$ cat src/rtl/traffic_phase_ctrl_if.sv
// Lamp/pedestrian bundle for traffic_phase_ctrl.
// The master drives timebase and button; the slave (controller) drives the lamps.
interface traffic_phase_ctrl_if;
    logic       tick_en;
    logic       ped_req;
    logic [2:0] ns_light;
    logic [2:0] ew_light;
    logic       walk;
    logic       ped_pending;
    logic [2:0] phase;

    modport master (
        output tick_en,
        output ped_req,
        input  ns_light,
        input  ew_light,
        input  walk,
        input  ped_pending,
        input  phase
    );

    modport slave (
        input  tick_en,
        input  ped_req,
        output ns_light,
        output ew_light,
        output walk,
        output ped_pending,
        output phase
    );
endinterface

$ cat src/rtl/traffic_phase_ctrl.sv
// Intersection phase sequencer: NS/EW green-yellow-allred with walk insertion.
// Owns the phase timer; lamps are registered one cycle behind the state.
module traffic_phase_ctrl #(
    parameter int unsigned GREEN_TICKS  = 45,
    parameter int unsigned YELLOW_TICKS = 9,
    parameter int unsigned ALLRED_TICKS = 3,
    parameter int unsigned WALK_TICKS   = 15,
    parameter int unsigned CNT_W        = 6
) (
    input  logic                 clk_out,
    input  logic                 reset,
    traffic_phase_ctrl_if.slave  bus
);

    localparam logic [2:0] S_NS_G  = 3'd0;
    localparam logic [2:0] S_NS_Y  = 3'd1;
    localparam logic [2:0] S_AR_A  = 3'd2;
    localparam logic [2:0] S_EW_G  = 3'd3;
    localparam logic [2:0] S_EW_Y  = 3'd4;
    localparam logic [2:0] S_AR_B  = 3'd5;
    localparam logic [2:0] S_WALK  = 3'd6;

    localparam logic [2:0] L_RED    = 3'b100;
    localparam logic [2:0] L_YELLOW = 3'b010;
    localparam logic [2:0] L_GREEN  = 3'b001;

    localparam logic DIR_NS = 1'b0;
    localparam logic DIR_EW = 1'b1;

    localparam logic [CNT_W-1:0] LD_GREEN  = CNT_W'(GREEN_TICKS - 1);
    localparam logic [CNT_W-1:0] LD_YELLOW = CNT_W'(YELLOW_TICKS - 1);
    localparam logic [CNT_W-1:0] LD_ALLRED = CNT_W'(ALLRED_TICKS - 1);
    localparam logic [CNT_W-1:0] LD_WALK   = CNT_W'(WALK_TICKS - 1);

    logic [2:0]       state_q, state_d;
    logic [CNT_W-1:0] timer_q, timer_d;
    logic             dir_q, dir_d;
    logic             pend_q, pend_d;
    logic [2:0]       ns_q, ns_d;
    logic [2:0]       ew_q, ew_d;
    logic             walk_q, walk_d;
    logic             phase_end;

    // Timer reload value for the phase being entered.
    function automatic logic [CNT_W-1:0] load_val(input logic [2:0] s);
        logic [CNT_W-1:0] v;
        case (s)
            S_NS_G, S_EW_G: v = LD_GREEN;
            S_NS_Y, S_EW_Y: v = LD_YELLOW;
            S_WALK:         v = LD_WALK;
            default:        v = LD_ALLRED;
        endcase
        return v;
    endfunction

    // State, timer, direction memory and pedestrian latch.
    always_ff @(posedge clk_out or negedge reset) begin
        if (!reset) begin
            state_q <= S_AR_A;
            timer_q <= LD_ALLRED;
            dir_q   <= DIR_NS;
            pend_q  <= 1'b0;
        end else begin
            state_q <= state_d;
            timer_q <= timer_d;
            dir_q   <= dir_d;
            pend_q  <= pend_d;
        end
    end

    // Next phase, timer update and request latch.
    always_comb begin
        state_d   = state_q;
        dir_d     = dir_q;
        phase_end = bus.tick_en && (timer_q == '0);
        case (state_q)
            S_NS_G: if (phase_end) state_d = S_NS_Y;
            S_NS_Y: if (phase_end) state_d = S_AR_B;
            S_EW_G: if (phase_end) state_d = S_EW_Y;
            S_EW_Y: if (phase_end) state_d = S_AR_A;
            S_AR_B: begin
                if (phase_end) begin
                    if (pend_q) begin
                        state_d = S_WALK;
                        dir_d   = DIR_EW;
                    end else begin
                        state_d = S_EW_G;
                    end
                end
            end
            S_AR_A: begin
                if (phase_end) begin
                    if (pend_q) begin
                        state_d = S_WALK;
                        dir_d   = DIR_NS;
                    end else begin
                        state_d = S_NS_G;
                    end
                end
            end
            S_WALK: begin
                if (phase_end) begin
                    state_d = (dir_q == DIR_NS) ? S_NS_G : S_EW_G;
                end
            end
            default: state_d = S_AR_A;
        endcase

        if (state_d != state_q) begin
            timer_d = load_val(state_d);
        end else if (bus.tick_en && (timer_q != '0)) begin
            timer_d = timer_q - 1'b1;
        end else begin
            timer_d = timer_q;
        end

        // Entering the walk serves the request, even one arriving now.
        pend_d = pend_q;
        if (bus.ped_req && (state_q != S_WALK)) begin
            pend_d = 1'b1;
        end
        if ((state_d == S_WALK) && (state_q != S_WALK)) begin
            pend_d = 1'b0;
        end
    end

    // Lamp decode from the current phase.
    always_comb begin
        ns_d   = L_RED;
        ew_d   = L_RED;
        walk_d = 1'b0;
        case (state_q)
            S_NS_G: ns_d   = L_GREEN;
            S_NS_Y: ns_d   = L_YELLOW;
            S_EW_G: ew_d   = L_GREEN;
            S_EW_Y: ew_d   = L_YELLOW;
            S_WALK: walk_d = 1'b1;
            default: begin
                ns_d   = L_RED;
                ew_d   = L_RED;
                walk_d = 1'b0;
            end
        endcase
    end

    // Registered lamp drivers.
    always_ff @(posedge clk_out or negedge reset) begin
        if (!reset) begin
            ns_q   <= L_RED;
            ew_q   <= L_RED;
            walk_q <= 1'b0;
        end else begin
            ns_q   <= ns_d;
            ew_q   <= ew_d;
            walk_q <= walk_d;
        end
    end

    assign bus.ns_light    = ns_q;
    assign bus.ew_light    = ew_q;
    assign bus.walk        = walk_q;
    assign bus.ped_pending = pend_q;
    assign bus.phase       = state_q;

endmodule

$ cat src/flat_wrapper.sv
// flat-port wrapper written by rule: the top's interface ports become plain ports
module traffic_phase_ctrl_flat 
#(
    parameter int unsigned GREEN_TICKS  = 45,
    parameter int unsigned YELLOW_TICKS = 9,
    parameter int unsigned ALLRED_TICKS = 3,
    parameter int unsigned WALK_TICKS   = 15,
    parameter int unsigned CNT_W        = 6
)
  (clk_out, reset, bus_tick_en, bus_ped_req, bus_ns_light, bus_ew_light, bus_walk, bus_ped_pending, bus_phase);
  traffic_phase_ctrl_if bus_i ();
  input  logic clk_out;
  input  logic reset;
  input wire logic [$bits(bus_i.tick_en)-1:0] bus_tick_en;
  input wire logic [$bits(bus_i.ped_req)-1:0] bus_ped_req;
  output wire logic [$bits(bus_i.ns_light)-1:0] bus_ns_light;
  output wire logic [$bits(bus_i.ew_light)-1:0] bus_ew_light;
  output wire logic [$bits(bus_i.walk)-1:0] bus_walk;
  output wire logic [$bits(bus_i.ped_pending)-1:0] bus_ped_pending;
  output wire logic [$bits(bus_i.phase)-1:0] bus_phase;
  assign bus_i.tick_en = bus_tick_en;
  assign bus_i.ped_req = bus_ped_req;
  assign bus_ns_light = bus_i.ns_light;
  assign bus_ew_light = bus_i.ew_light;
  assign bus_walk = bus_i.walk;
  assign bus_ped_pending = bus_i.ped_pending;
  assign bus_phase = bus_i.phase;
  traffic_phase_ctrl #(.GREEN_TICKS(GREEN_TICKS), .YELLOW_TICKS(YELLOW_TICKS), .ALLRED_TICKS(ALLRED_TICKS), .WALK_TICKS(WALK_TICKS), .CNT_W(CNT_W)) u_core (.clk_out(clk_out), .reset(reset), .bus(bus_i));
endmodule
$ cat config.mk
export PLATFORM = sky130hd
export DESIGN_NAME = traffic_phase_ctrl_flat
export DESIGN_NICKNAME = d
export VERILOG_FILES = /design/src/rtl/traffic_phase_ctrl_if.sv /design/src/rtl/traffic_phase_ctrl.sv /design/src/flat_wrapper.sv
export SDC_FILE = /design/constraint.sdc
export NUM_CORES = 1
export LEC_CHECK = 0
export ABC_CLOCK_PERIOD_IN_PS = 2500
export BUFFER_PORTS_ARGS = -buffer_cell sky130_fd_sc_hd__buf_2
export CAP_MARGIN = 10
export CELL_PAD_IN_SITES_DETAIL_PLACEMENT = 1
export CELL_PAD_IN_SITES_GLOBAL_PLACEMENT = 1
export CORE_UTILIZATION = 44
export CTS_BUF_LIST = sky130_fd_sc_hd__clkbuf_2 sky130_fd_sc_hd__clkbuf_4 sky130_fd_sc_hd__clkbuf_8
export CTS_CLUSTER_SIZE = 20
export DETAILED_ROUTE_END_ITERATION = 10
export GPL_TIMING_DRIVEN = 0
export PLACE_DENSITY = 0.85
export RECOVER_POWER = 100
export REMOVE_ABC_BUFFERS = 1
export SLEW_MARGIN = 40
export SYNTH_ARGS = -nofsm -noshare
export SYNTH_HDL_FRONTEND = slang
export SYNTH_SLANG_ARGS = --single-unit
$ cat constraint.sdc
create_clock -name clk_out -period 2.5 [get_ports clk_out]
set_input_delay 0.125 -clock clk_out [delete_from_list [all_inputs] [get_ports clk_out]]
set_output_delay 0.125 -clock clk_out [all_outputs]
set_load 0.02 [all_outputs]
# After elaboration in Yosys (flattened, before gate mapping)
# Index checks and enable logic that the tools add are counted.
# op_classes
addsub	1
muxes	24
n_reduce_logical	14
n_eq_ne	16
# ops
op	n
$mux W3	9
$pmux W3 S7	1
$pmux W6 S3	1
$eq A3 B3 Y1 const B	5
$mux W6	2
$pmux W3 S2	2
$eq A3 B2 Y1 const B	3
$ne A2 B1 Y1 const B	4
$mux W1	7
$eq A3 B1 Y1 const B	2
$logic_not A3 Y1	2
$logic_not A6 Y1	1
$reduce_bool A2 Y1	3
$reduce_bool A6 Y1	1
$sub A6 B1 Y6 const B	1
$reduce_and A5 Y1	1
$logic_and A1 B1 Y1	4
$reduce_or A2 Y1	2
$ne A3 B3 Y1	1
$ne A3 B3 Y1 const B	1
$mux W2	1
$pmux W1 S2	1
# totals
ff_bits	18
word_cells	62
in_bits	4
output_inout_bits	11

# Longest topological paths before layout
# logic_depth
depth_word	8
ltp_mapped	8
ltp_nobuf	7

# Worst setup path before layout
# Ideal clock, no wire load.
# synth_timing
path_kind	register -> register
from	register u_core.timer_q[1]
to	register u_core.timer_q[1]
slack_ns	0.415
n_path_buf	1
synth_period_minus_slack_ns	2.085
arrival_time_ns	2.003
required_time_ns	2.418
setup_ns	0.082
path_stages_with_launch	9
path_cell_list	dfstp_2 inv_1 ha_1 and4bb_1 buf_4 a211oi_1 a311o_1 mux2_1 mux2_2
# synth_via
elab_chain_len	8
elab_cells_between_ends	25
classes_between	add/sub: 1; eq/ne: 5; mux: 11; reduce/logical: 8
# synth_rtl
item	line	text
from (decl)	traffic_phase_ctrl.sv:36	logic [CNT_W-1:0] timer_q, timer_d;
from (signal assigned)	traffic_phase_ctrl.sv:65	timer_q <= timer_d;
$logic_not A6 Y1 (*)	traffic_phase_ctrl.sv:75	phase_end = bus.tick_en && (timer_q == '0);
$logic_and A1 B1 Y1 (*)	traffic_phase_ctrl.sv:75	
$mux W3, or another cell as far along	traffic_phase_ctrl.sv:102	if (phase_end) begin
$pmux W3 S7 (*)	traffic_phase_ctrl.sv:76	case (state_q)
via u_core.state_d[0]	traffic_phase_ctrl.sv:35	logic [2:0] state_q, state_d;
$eq A3 B1 Y1, or another cell as far along	traffic_phase_ctrl.sv:47	case (s)
$reduce_or A2 Y1	traffic_phase_ctrl.sv:47	
$pmux W6 S3	traffic_phase_ctrl.sv:47	
$mux W6	traffic_phase_ctrl.sv:109	if (state_d != state_q) begin
# Mark *: on every way through the listed nets, which the timed path passes. The rest lies on a longest branch. The select of a mux whose other input is x is not followed.
# A chain may end at the register's enable or synchronous reset.

# Worst setup path in the final report
# layout_timing
from	register u_core.timer_q[0]
to	register u_core.timer_q[1]
# The elaborated chain is that of the path after synthesis.

==> run metrics <==
Leakage Power=about 0.43 nW; htree depth=1; P&R area growth vs syn=10.1%; NetSw=about 690 µW; first-pass GRT wire length=4.25 mm; Register Area=455 µm²; GR peak layer=met2; vias post-DR=about 800; Clk Latency, worst-skew pair=~0.3 ns; Clock Path Buffers=2; die area=2420 µm²; Core ar.=2020 µm²; fin cells=137; post-layout min period=about 2.3 ns; part of the power in registers=a little over two fifths; synth unique cells=43; drt first pass iters=4; GPL Wtd Cong=~0.79; number of synthesized flops with an enable pin=0; number of global-route vias before repair=~890; outcome=completed; Worst Tran Pin Value=about 0.94 ns; Synth Warn #=0; max_cap viols=0; DP Cell Count=between 100 and 150; crit path DAT=around 2.6 ns; GRT Util Overall=23.5%; share of cells above drive strength 1=between 10% and 20%; Multi-input gate area=464 µm²; CP endpoint=u_core.timer_q[1]; main flop type after synthesis=dfrtp_1; ANT nets after route=0; Overall Power=1.46 mW; Setup crit start kind=flip-flop; CTS sink count=18; Synth top area share=around 36%; Initial Util=roughly 48%; PwrDens=about 1400 nW/µm²; CTS tree=done; vias per cell=around 6.0; slew margin rel.=between 30% and 40%; RSZ-0062 raised after global routing=false; R2R Path End=u_core.timer_q[1]; Final setup violation count=0; drc violations=0; flop and latch count out of synthesis=18; crit path capture type=flip-flop; switching power as a share of total power=around 47%; largest cells by area after synthesis=dfrtp_1, dfstp_2, xnor2_1, nor2_1, a31oi_1; ys async rst share=100%; Critical Path Source=u_core.timer_q[0]; HP Class=input pin to flip-flop; clock slew at reported path FFs=0.11 ns; CTS buffer count=3; GR Overflow Total=0; Fmax=between 400 and 500 MHz; detailed-route wire length=between 2 and 2.5 mm; Crit Path Max Fanout=8; NumNets Final=117; Fin. Hold Viols=0; Avg Cell Area, Syn=about 10 µm²; placement row count=16; IO Count=15; M2 GR Usage=43.4%; Setup Crit Path Kind=flip-flop to flip-flop; Die Ht=49.2 µm; Final Max Slew Viols=0; grt met3 use=3.74%; root buffer cell=clkbuf_4; Cell Area, Placed=approximately 1100 µm²; Worst VDD drop=672 µV; sequential fraction of the synthesis area=46.5%; Critical R2R Launch=u_core.timer_q[0]; cell internal pwr=~770 µW; routed len/inst=about 18 µm; setup TNS=0 ns; Clk pwr share=between 10% and 20%; drt first-iter violations=8; post-synthesis cell area=between 900 and 1000 µm²; Port Buf Inserts=14; Hold Slack=between 0.1 and 0.15 ns; maximum number of pins on one net before global-route repair=20; Ant. Diodes=0; M1 GR Usage=between 20 and 30%; final worst path period share=93.4%; Mapped Cells=97; reg2reg path depth=7; share of total power in combinational logic=45.1%; antenna violations before repair=0; Filler cells=~240; largest area contributor in the synthesized netlist=dfrtp_1; Setup Skew=0.00261 ns; reg-to-reg slack, setup=0.17 ns; Worst EP required=between 2 and 3 ns; post-route cell area=approximately 1100 µm²; die width=49.2 µm
==> cell usage after synthesis (2+ instances only) <==
cell type and n:
a211oi_1 2, a21oi_1 4, a22oi_1 2, a31oi_1 4, and2_1 2, clkbuf_1 4
dfrtp_1 14, dfstp_2 4, ha_1 2, inv_1 6, nand2_1 4, nand2b_1 2
nor2_1 8, nor2b_1 2, o21ai_0 4, o32ai_1 2, or2_1 2, xnor2_1 4
==> worst max-delay path: stages, from the launching register on <==
cell and delay [ns]:
dfrtp_1 0.39, inv_1 0.13, ha_1 0.21, and4bb_1 0.39, nand2_1 0.16, a311o_1 0.41, mux2_1 0.32, mux2_2 0.26
==> kinds of logic after synthesis <==
kind of cell / count (synthesis) / synth area share, %
simple gates: 32 / 20.2
compound gates: 27 / 19.7
flops: 18 / 46.5
buf+inv: 12 / 5.11
xor+xnor: 4 / 3.58
mux: 2 / 2.30
fa+ha+maj: 2 / 2.56
==> stage by stage <==
| step | setup WS (ns) | utilization [%] |
|---|---|---|
| 2_1_floorplan | 0.436 | - |
| 3_3_place_gp | 0.252 | 52.2 |
| 3_5_place_dp | 0.210 | 52.2 |
| 4_1_cts | 0.190 | 54.5 |
| 5_1_grt | 0.0129 | 53.3 |
| 6_report | 0.166 | 53.3 |
==> how the worst min path moves through the flow <==
stage / start / end / slack [ns] / cells past startpoint
finish: bus_ped_req / u_core.bus.ped_pending / 0.13 / 3
detailed placement: reset / u_core.timer_q[5] / 0.08 / 1
CTS: bus_ped_req / u_core.bus.ped_pending / 0.13 / 3
global placement: reset / u_core.timer_q[5] / 0.07 / 1
floorplan: reset / u_core.bus.ew_light[0] / -0.17 / 0
global route: bus_ped_req / u_core.bus.ped_pending / 0.14 / 3
==> sequential cells by signal, summed over array words and instances, names as in the netlist <==
signal	count
u_core.timer_q	6
u_core.bus.ew_light	3
u_core.bus.ns_light	3
u_core.bus.phase	3
u_core.bus.ped_pending	1
u_core.bus.walk	1
u_core.dir_q	1
==> cell type report <==
| type | instances | area share (%) |
|---|---|---|
| Clock buffer | 4 | 3.37 |
| Inverter | 6 | 2.09 |
| Multi-Input combinational cell | 67 | 43.1 |
| Sequential cell | 18 | 42.3 |
| Tap cell | 27 | 3.14 |
| Timing Repair Buffer | 15 | 6.04 |
==> per-layer routing <==
metal / routed length, µm / part of all wire [%]
met5: 0 / 0
met1: 1060 / 43
met4: 31 / 1.3
met3: 76 / 3.1
met2: 1300 / 53
==> power by group through the flow <==
stage          Combinational, mW  Clock, mW  Sequential [mW]
3_3_place_gp               0.647          0            0.599
6_report                   0.658      0.184            0.617
4_1_cts                    0.687      0.187            0.612
2_1_floorplan              0.408          0            0.656
5_1_grt                    0.729      0.201            0.630
3_5_place_dp               0.680          0            0.615
==> cell usage in the layout, fill, tap and decap left out, types with 2 or more instances in the layout <==
cell type  instances
nand2_1            5
buf_2              2
o21ai_0            4
a31oi_1            5
a21oi_1            4
clkbuf_1          12
nand2b_1           2
clkbuf_4           3
ha_1               2
o32ai_1            2
dfrtp_1           14
inv_1              6
nor2b_1            2
xnor2_1            4
dfstp_2            3
a22oi_1            2
a211oi_1           2
nor2_1             8
==> what timing repair did <==
item                                   in CTS  in global routing
endpoints found under the hold margin      14                  0
buffers inserted                            0                  0
hold buffers                                1                  0
resized for setup                           0                  0
No activity file was read; power rests on OpenSTA's default activity.
